### config.mk
export PLATFORM = sky130hd
export DESIGN_NAME = if_fetch_unit_flat
export DESIGN_NICKNAME = d
export VERILOG_FILES = /design/src/rtl/if_fetch_unit_if.sv /design/src/rtl/if_fetch_unit.sv /design/src/flat_wrapper.sv
export SDC_FILE = /design/constraint.sdc
export NUM_CORES = 1
export LEC_CHECK = 0
export BUFFER_PORTS_ARGS = -buffer_cell sky130_fd_sc_hd__buf_2
export CAP_MARGIN = 20
export CELL_PAD_IN_SITES_DETAIL_PLACEMENT = 1
export CELL_PAD_IN_SITES_GLOBAL_PLACEMENT = 1
export CORE_MARGIN = 5
export CORE_UTILIZATION = 40
export DETAILED_ROUTE_END_ITERATION = 16
export PLACE_DENSITY = 0.91
export SLEW_MARGIN = 10
export SYNTH_ARGS = -nofsm -noshare
export SYNTH_HDL_FRONTEND = slang
export SYNTH_SLANG_ARGS = --single-unit
### constraint.sdc
create_clock -name clk -period 5.39 [get_ports clk]
set_input_delay 0.2695 -clock clk [delete_from_list [all_inputs] [get_ports clk]]
set_output_delay 0.2695 -clock clk [all_outputs]
set_load 0.02 [all_outputs]
### src/rtl/if_fetch_unit_if.sv
// Fetch-stage bus: instruction memory port, ID-stage controls and IF/ID outputs.
// master = fetch unit, slave = memory/arbiter/ID-stage side.
interface if_fetch_unit_if #(
    parameter int PC_W   = 16,
    parameter int INST_W = 16
);
    logic [PC_W-1:0]   pc;
    logic [INST_W-1:0] inst;
    logic              mem_ready;
    logic              stall;
    logic              branch_en;
    logic [PC_W-1:0]   branch_target;
    logic [PC_W-1:0]   id_pc;
    logic [INST_W-1:0] id_inst;
    logic              id_valid;
    logic [15:0]       fetch_count;

    modport master (
        output pc, id_pc, id_inst, id_valid, fetch_count,
        input  inst, mem_ready, stall, branch_en, branch_target
    );

    modport slave (
        input  pc, id_pc, id_inst, id_valid, fetch_count,
        output inst, mem_ready, stall, branch_en, branch_target
    );
endinterface

### src/rtl/if_fetch_unit.sv
// Instruction-fetch stage: owns the PC, fills the IF/ID register and
// handles stalls, ID-resolved branches and arbiter port denials.
module if_fetch_unit #(
    parameter int                PC_W     = 16,
    parameter int                INST_W   = 16,
    parameter logic [PC_W-1:0]   RESET_PC = 16'h0000,
    parameter logic [INST_W-1:0] NOP_INST = 16'h0800
) (
    input  logic              clk,
    input  logic              rst,
    if_fetch_unit_if.master   bus
);
    typedef enum logic [1:0] {S_BOOT, S_RUN, S_WAIT} state_e;

    state_e            state_q, state_d;
    logic [PC_W-1:0]   pc_q, pc_d;
    logic [PC_W-1:0]   id_pc_q, id_pc_d;
    logic [INST_W-1:0] id_inst_q, id_inst_d;
    logic              id_valid_q, id_valid_d;
    logic [15:0]       cnt_q, cnt_d;

    always_ff @(posedge clk or negedge rst) begin
        if (!rst) begin
            state_q    <= S_BOOT;
            pc_q       <= RESET_PC;
            id_pc_q    <= '0;
            id_inst_q  <= NOP_INST;
            id_valid_q <= 1'b0;
            cnt_q      <= '0;
        end else begin
            state_q    <= state_d;
            pc_q       <= pc_d;
            id_pc_q    <= id_pc_d;
            id_inst_q  <= id_inst_d;
            id_valid_q <= id_valid_d;
            cnt_q      <= cnt_d;
        end
    end

    always_comb begin
        state_d    = state_q;
        pc_d       = pc_q;
        id_pc_d    = id_pc_q;
        id_inst_d  = id_inst_q;
        id_valid_d = id_valid_q;
        cnt_d      = cnt_q;
        unique case (state_q)
            S_BOOT: state_d = S_RUN;
            S_RUN, S_WAIT: begin
                // Redirect beats stall and denial; wrong-path word is dropped.
                if (bus.branch_en) begin
                    pc_d       = bus.branch_target;
                    id_pc_d    = bus.branch_target;
                    id_inst_d  = NOP_INST;
                    id_valid_d = 1'b0;
                    state_d    = S_RUN;
                end else if (bus.stall) begin
                    state_d = state_q;
                end else if (!bus.mem_ready) begin
                    id_pc_d    = pc_q;
                    id_inst_d  = NOP_INST;
                    id_valid_d = 1'b0;
                    state_d    = S_WAIT;
                end else begin
                    id_pc_d    = pc_q;
                    id_inst_d  = bus.inst;
                    id_valid_d = 1'b1;
                    pc_d       = pc_q + PC_W'(1);
                    cnt_d      = cnt_q + 16'd1;
                    state_d    = S_RUN;
                end
            end
            default: state_d = S_BOOT;
        endcase
    end

    assign bus.pc          = pc_q;
    assign bus.id_pc       = id_pc_q;
    assign bus.id_inst     = id_inst_q;
    assign bus.id_valid    = id_valid_q;
    assign bus.fetch_count = cnt_q;
endmodule
### src/flat_wrapper.sv
// flat-port wrapper written by rule: the top's interface ports become plain ports
module if_fetch_unit_flat 
#(
    parameter int                PC_W     = 16,
    parameter int                INST_W   = 16,
    parameter logic [PC_W-1:0]   RESET_PC = 16'h0000,
    parameter logic [INST_W-1:0] NOP_INST = 16'h0800
)
  (clk, rst, bus_pc, bus_id_pc, bus_id_inst, bus_id_valid, bus_fetch_count, bus_inst, bus_mem_ready, bus_stall, bus_branch_en, bus_branch_target);
  if_fetch_unit_if #(.PC_W(PC_W), .INST_W(INST_W)) bus_i ();
  input  logic clk;
  input  logic rst;
  output wire logic [$bits(bus_i.pc)-1:0] bus_pc;
  output wire logic [$bits(bus_i.id_pc)-1:0] bus_id_pc;
  output wire logic [$bits(bus_i.id_inst)-1:0] bus_id_inst;
  output wire logic [$bits(bus_i.id_valid)-1:0] bus_id_valid;
  output wire logic [$bits(bus_i.fetch_count)-1:0] bus_fetch_count;
  input wire logic [$bits(bus_i.inst)-1:0] bus_inst;
  input wire logic [$bits(bus_i.mem_ready)-1:0] bus_mem_ready;
  input wire logic [$bits(bus_i.stall)-1:0] bus_stall;
  input wire logic [$bits(bus_i.branch_en)-1:0] bus_branch_en;
  input wire logic [$bits(bus_i.branch_target)-1:0] bus_branch_target;
  assign bus_pc = bus_i.pc;
  assign bus_id_pc = bus_i.id_pc;
  assign bus_id_inst = bus_i.id_inst;
  assign bus_id_valid = bus_i.id_valid;
  assign bus_fetch_count = bus_i.fetch_count;
  assign bus_i.inst = bus_inst;
  assign bus_i.mem_ready = bus_mem_ready;
  assign bus_i.stall = bus_stall;
  assign bus_i.branch_en = bus_branch_en;
  assign bus_i.branch_target = bus_branch_target;
  if_fetch_unit #(.PC_W(PC_W), .INST_W(INST_W), .RESET_PC(RESET_PC), .NOP_INST(NOP_INST)) u_core (.clk(clk), .rst(rst), .bus(bus_i));
endmodule
Yosys cells after proc, flatten, opt, wreduce, memory -nomap -nowiden
Index checks and enable logic that the tools add are counted.
- output and inout bits: 65
- register bits: 67
- word-level logic and storage cells: 35
- input bits: 37
- mux-type cells: 15
- bitwise operators: 2
- reductions and logical operators: 6
- equal/unequal tests: 4
- add/sub/neg operators: 2
- operators with widths (operator ; count):
    2-to-1 mux 16 bit ; 8
    adder 16 x 1 -> 16 bit (second input constant) ; 2
    2-to-1 mux 2 bit ; 3
    one-hot mux 2 bit (2 select lines) ; 1
    AND reduction 4 bit ; 1
    2-to-1 mux 1 bit ; 3
    != test 3 bit (second input constant) ; 1
    AND reduction 3 bit ; 1
    == test 2 x 1 -> 1 bit (second input constant) ; 1
    == test 2 bit (second input constant) ; 1
    zero test 2 bit ; 1
    != test 2 x 1 -> 1 bit (second input constant) ; 1
    inverter 1 bit ; 2
    AND reduction 2 bit ; 1
    nonzero test 2 bit ; 1
    OR reduction 2 bit ; 1

Longest topological paths before layout
Gate-level depths: netlist (run 1).
- depth after elaboration: 4
- mapped depth: 8
- depth with buffers taken out: 6

Worst setup path after synthesis (run 1)
Ideal clock, no wire load.
- path type: register to register
- from: register u_core.state_q[1]
- to: register u_core.cnt_q[15], in the netlist u_core.bus.fetch_count[15]
- data required time: 5262 ps
- cell stages (with the launch flop): 9
- path buffers: 2
- setup time: 128 ps
- clock period less this slack: 1931 ps
- data arrival time: 1803 ps
- path slack: 3459 ps
- path through: dfrtp_1 > inv_1 > ha_1 > buf_2 > nand4bb_1 > clkbuf_1 > nor3_1 > nand4_1 > xnor2_1
- longest elaborated chain between the ends: 3
- elaborated cells between the ends (all ways): 4
- classes of those cells: eq/ne: 2; reduce/logical: 2
- RTL lines (item ; RTL line ; text):
    from (decl) ; if_fetch_unit.sv:15 ; state_e state_q, state_d;
    from (signal assigned) ; if_fetch_unit.sv:31 ; state_q <= state_d;
    == test 2 x 1 -> 1 bit or == test 2 bit (tied branches) ; if_fetch_unit.sv:47 ; unique case (state_q)
    OR reduction 2 bit (*) ; if_fetch_unit.sv:47 ;
    AND reduction 4 bit (no line) (*) ; n/a ;
    to (signal assigned) ; if_fetch_unit.sv:36 ; cnt_q <= cnt_d;
    to (decl) ; if_fetch_unit.sv:20 ; logic [15:0] cnt_q, cnt_d;
Every way passes the cells marked *; elsewhere a longest branch is shown, timed or not.
A chain may end at the register's enable or synchronous reset.

Worst setup path in the final report (run 1)
- from: register u_core.state_q[0]
- to: register u_core.cnt_q[13], in the netlist u_core.bus.fetch_count[13]
Same word-level chain as after synthesis.

==> out/qor.txt, run 1 <==
Worst Hold Class - in2async
Synthesis Warnings - 0
Post-CTS setup-driven buffer insertion count - 0
Final setup vio count - 0
H-tree depth - 3
Vias in the first global route - 3,060
Slew Limit Headroom - 0.369
Synthesized area per cell - 10.1 sq um
Synthesized flop and latch total - 67
Initial Util - 0.412
Layout area overhead - 25.5%
Switching Share - 0.432
Main synth FF type - dfrtp_1
Synth area leader - dfrtp_1
CP Data Arrival Time - 3.03 ns
WL/cell - 18.7 um
CTS root buf - clkbuf_8
Fmax - 359 MHz
WS Path Type - reg2reg
Row cnt - 32
Slew Limit Fails - 0
Status - finished, final reports clean
CP endpoint kind - register
Setup TNS - 0 ns
Mapped Nets - 357
Sinks on Clock Net - 67
Max FO, Critical Path - 19
Fin nets - 454
Die height - 99.4 um
EDFF count, synth - 0
CP cell instances - inv_1 > ha_1 > nand4bb_1 > nor3_1 > nand4_1 > xnor2_1
Layout cells sized above 1 - 0.301
Count of max-cap constraint violations - 0
Final setup skew - 0.0130 ns
WP buf/inv - 1
Sequential element share of the synthesized area - 0.524
Initial antenna violation count - 0
# resized after CTS - 0
Final Cycle Share - 0.517
VDD IR-drop max - 0.196 mV
Die W - 99.4 um
Least-Margin Pin Slew - 0.946 ns
Remaining DRCs - 0
Reg2Reg Depth - 6
Largest cells by area after synthesis - dfrtp_1 (52%), nand2_1 (4.5%), a22o_1 (4.4%)
Clock Path Buffers - 2
CTS tree - built
Gpl congestion - 0.871
CP required - 5.63 ns
Antenna cells - 0
Async set-reset flop share out of synthesis - 1.00
I/O pin count - 102
Largest net degree at the start of global routing - 68
Pre-antenna DRT Iters - 4
Starting DRT DRC Count - 146
Slowest-stage cell, CP - nor3_1
RSZ-0062 raised after global routing - no
Global-route wire length before repair - 16,000 um
Antenna Nets Post-Route - 0
Reg clk slew, reported paths - 0.08 ns
PD cells - 541 nW/um^2
DR vias - 2,924
Hold Fails Final Rpt - 0
Startpoint types - register
Comb power frac - 0.395
Post-Synthesis Cells - 316
Int Pwr - 1230 uW
CTS Hold Bufs - 0
Avg Vias per Cell - 5.62
Sequential fraction of design power - 0.387
CTS Buf Count - 9
Clock power frac - 0.219
Max incr delay on CP - 0.67 ns
Commonest cells post-synth - dfrtp_1 (66), nand2_1 (38), o21ai_0 (26)
Post-DP HPWL - 7230 um
Post-Synthesis Cell Area - 3200 sq um
Top cell type's share of synthesized area - 0.516
Instance count on the critical path - 6
Grt ovf - 0
Count leader, synth - dfrtp_1
Delay-heaviest family, CP - simple AND/OR/NAND/NOR gates
Static Leak - 0.00199 uW
Final WL - 9720 um
Worst skew pair latency - 0.35 ns
Library cells used by synthesis - 45
Die footprint - 9890 sq um
Final min period - 2.79 ns
Core area - 7770 sq um
Power Total - 2170 uW
Number of port buffers - 101
NetSw - 938 uW
Tot GR Track Use - 0.203
[worst reg2reg max path, cell delays in order, from the launching register on]
cell and delay (ns):
dfrtp_1 0.36, inv_1 0.06, ha_1 0.65, nand4bb_1 0.41, nor3_1 0.67, nand4_1 0.25, xnor2_1 0.28
[state kept, by name (all words and copies together) (netlist names)]
signal                  cells
u_core.bus.id_valid         1
u_core.bus.pc              16
u_core.bus.id_inst         16
u_core.bus.fetch_count     16
u_core.state_q              2
u_core.bus.id_pc           16
[layer usage]
| metal | track usage | wire, um | share of wire |
|---|---|---|---|
| met1 | 0.256 | 3970 | 0.41 |
| met2 | 0.347 | 4980 | 0.51 |
| met3 | 0.0344 | 540 | 0.056 |
| met4 | 0.0777 | 228 | 0.023 |
| met5 | 0 | 0 | 0 |
[cells in the final DEF (no fill, tap or decap), types with 4 or more instances in the layout]
cell type	instances
dfrtp_1	66
nor2b_1	4
and3_1	10
nor4_1	4
xnor2_1	13
nand3_1	13
inv_1	9
buf_2	101
clkbuf_8	10
ha_1	4
a21oi_1	15
nor2_1	12
nand4_1	11
nand2_1	38
a22o_1	16
mux2i_1	10
o21ai_0	26
[through the flow]
step	util	hold WS (ns)	worst slack, ns	area (sq um)	cells
2_1_floorplan	-	-0.0261	3.46	3200	316
3_3_place_gp	0.488	0.457	2.88	3790	504
3_5_place_dp	0.488	0.468	2.61	3790	504
4_1_cts	0.517	0.131	2.58	4020	520
5_1_grt	0.517	0.146	2.37	4020	520
6_report	0.517	0.0903	2.60	4020	520
[cells by family (layout without fill, tap and decap cells)]
kind of cell,Yosys count,in the layout,synth area share
compound gates,87,87,0.184
buf+inv,27,129,0.0325
mux,10,10,0.0313
simple gates,106,106,0.171
xor+xnor,15,15,0.0411
fa+ha+maj,4,4,0.0156
flops,67,67,0.524
[path summary, 6_finish.rpt]
check / from / to / slack [ns]
worst min register to register: u_core.bus.id_pc[14] / u_core.bus.id_pc[14] / 0.47
worst min-delay path: rst / u_core.bus.pc[1] / 0.09
max in group asynchronous: rst / u_core.bus.id_pc[15] / 4.71
worst max-delay path: u_core.state_q[0] / u_core.bus.fetch_count[13] / 2.60
min in group clk: bus_inst[10] / u_core.bus.id_inst[10] / 0.14
worst max register to register: u_core.state_q[0] / u_core.bus.fetch_count[13] / 2.60
[layout make-up]
type	count	area, sq um
inverters	9	33.8
clock inverters	6	88.8
repair buffers	104	528
flip-flops and latches	67	1680
fillers	917	3750
clock buffers	10	138
multi-input cells	222	1420
well taps	102	128
[power by group through the flow]
stage,Combinational [uW],Clock (uW),Sequential [uW]
global route,939,505,864
finish,857,475,839
detailed placement,861,0,844
CTS,868,480,837
floorplan,380,0,986
global placement,825,0,826
Note: power is estimated with default switching activity, not from simulation.
==> run 2, diff against run 1 <==
CORE_UTILIZATION = 38   (was 40)
PLACE_DENSITY = 0.87   (was 0.91)
clock period = 2.7 ns   (was 5.39 ns; I/O delays follow)
==> run 2 against run 1 <==
Net effect: cell count grew 3.3%; non-clock buffer count increased by 14; register-to-register slack worse by 2.1 ns; sequential share of layout area fell by 1.9 points; critical path type unchanged.
==> out/qor.txt, run 2 (synthesized netlist as in run 1, its figures left out) <==
Grt ovf - 0 (unchanged)
Startpoint types - register (unchanged)
Post-DP HPWL - 7190 um (was 7230 um)
Layout area overhead - 31.6% (was 25.5%)
Starting DRT DRC Count - 122 (was 146)
Commonest non-fill, non-tap cell in the layout - buf_2 (unchanged)
Core area - 8220 sq um (was 7770 sq um)
Static Leak - 0.00208 uW (was 0.00199 uW)
Antenna Nets Post-Route - 0 (unchanged)
Final setup skew - 0.00768 ns (was 0.0130 ns)
Max FO, Critical Path - 7 (was 19)
Largest net degree at the start of global routing - 47 (was 68)
Slew Limit Headroom - 0.499 (was 0.369)
WL/cell - 18.7 um (about the same)
Clock Path Buffers - 2 (unchanged)
Worst skew pair latency - 0.34 ns (was 0.35 ns)
Pre-antenna DRT Iters - 4 (unchanged)
Fmax - 463 MHz (was 359 MHz)
CTS tree - built (unchanged)
I/O pin count - 102 (unchanged)
Global-route wire length before repair - 15,800 um (was 16,000 um)
Fin util - 0.513 (was 0.517)
Fin nets - 468 (was 454)
Initial Util - 0.389 (was 0.412)
Die W - 102 um (was 99.4 um)
CTS Buf Count - 9 (unchanged)
Final min period - 2.16 ns (was 2.79 ns)
Antenna cells - 0 (unchanged)
Layout cells sized above 1 - 0.301 (about the same)
Tot GR Track Use - 0.197 (was 0.203)
PD cells - 1080 nW/um^2 (was 541 nW/um^2)
Die footprint - 10,400 sq um (was 9890 sq um)
VDD IR-drop max - 0.484 mV (was 0.196 mV)
Initial antenna violation count - 0 (unchanged)
Sinks on Clock Net - 67 (unchanged)
Status - finished, final reports clean (unchanged)
Post-CTS setup-driven buffer insertion count - 0 (unchanged)
FF/Latch Area - 1680 sq um (unchanged)
DR vias - 2,943 (was 2,924)
Fill count - 968 (was 917)
Setup TNS - 0 ns (unchanged)
CTS root buf - clkbuf_8 (unchanged)
Internal reg-to-reg setup slack - 0.54 ns (was 2.60 ns)
DP Cell Count - 510 (was 504)
Reg clk slew, reported paths - 0.08 ns (about the same)
RSZ-0062 raised after global routing - no (unchanged)
CP Data Arrival Time - 2.42 ns (was 3.03 ns)
Final Cycle Share - 0.800 (was 0.517)
Count of max-cap constraint violations - 0 (unchanged)
Avg Vias per Cell - 5.48 (was 5.62)
Vias in the first global route - 2,975 (was 3,060)
Die height - 102 um (was 99.4 um)
Gpl congestion - 0.880 (was 0.871)
Final WL - 10,100 um (was 9720 um)
Hold Fails Final Rpt - 0 (unchanged)
Area of the multi-input gates - 1430 sq um (was 1420 sq um)
CP endpoint kind - register (unchanged)
Slew Limit Fails - 0 (unchanged)
Remaining DRCs - 0 (unchanged)
WS Path Type - reg2reg (unchanged)
Row cnt - 33 (was 32)
Power Total - 4530 uW (was 2170 uW)
# resized after CTS - 0 (unchanged)
Final setup vio count - 0 (unchanged)
Worst Hold Class - in2reg (was in2async)
CP required - 2.96 ns (was 5.63 ns)
Most frequent cells in the layout - buf_2 (101), dfrtp_1 (66), nand2_1 (38) (unchanged)
Number of port buffers - 101 (unchanged)
H-tree depth - 3 (unchanged)
Final std cells w/o fill - 537 (was 520)
Least-Margin Pin Slew - 0.745 ns (was 0.946 ns)
==> run 2: changes by cell type in the layout (fill, tap and decap cells not counted), sizes merged <==
cell,before,now
dlygate4sd3,0,10
buf,104,108
bufinv,2,3
clkinv,2,1
clkinvlp,2,1
inv,9,10
==> run 2: path summary, 6_finish.rpt <==
path / from / end / cells past startpoint
min: bus_inst[14] / u_core.bus.id_inst[14] / 2
max: u_core.state_q[0] / u_core.bus.fetch_count[7] / 6
max in group asynchronous: rst / u_core.bus.id_inst[11] / 3
min reg2reg: u_core.bus.fetch_count[15] / u_core.bus.fetch_count[15] / 1
max reg2reg: u_core.state_q[0] / u_core.bus.fetch_count[7] / 6
min in group asynchronous: rst / u_core.bus.id_pc[1] / 2
==> run 2: critical path: stages (launching register included) <==
cell and delay (ns):
dfrtp_1 0.37, inv_1 0.08, ha_1 0.39, nand4bb_1 0.15, nor3_1 0.65, and3_1 0.28, xor2_1 0.16
==> run 2: what timing repair did <==
action	in CTS	in global routing
setup endpoints to repair	0	0
hold buffers	10	0
hold endpoints to repair	38	0
==> run 2: area by class of cell <==
cell class | instances | area share
Inverter | 9 | 0.00802
Clock buffer | 10 | 0.0327
Timing Repair Buffer | 118 | 0.164
Clock inverter | 6 | 0.0264
Tap cell | 105 | 0.0312
Multi-Input combinational cell | 222 | 0.339
Sequential cell | 67 | 0.398
==> run 2: layer usage <==
layer / share of wire / vias to the layer above / global-route usage
li1: - / 1372 / -
met3: 0.041 / 12 / 0.0358
met2: 0.52 / 75 / 0.335
met5: 0 / - / 0
met1: 0.43 / 1484 / 0.257
met4: 0.014 / 0 / 0.0603
==> run 2: where the power goes <==
part	internal [uW]	switching, uW
clock	640	405
combinational	668	1150
sequential	1320	349
==> run 2: per-stage QoR <==
stage	cell area, sq um	worst slack, ns	hold slack (ns)
2_1_floorplan	3200	0.769	-0.161
3_3_place_gp	3830	0.700	0.239
3_5_place_dp	3830	0.586	0.233
4_1_cts	4180	0.552	0.00532
5_1_grt	4210	0.339	0.0102
6_report	4210	0.540	0.0155
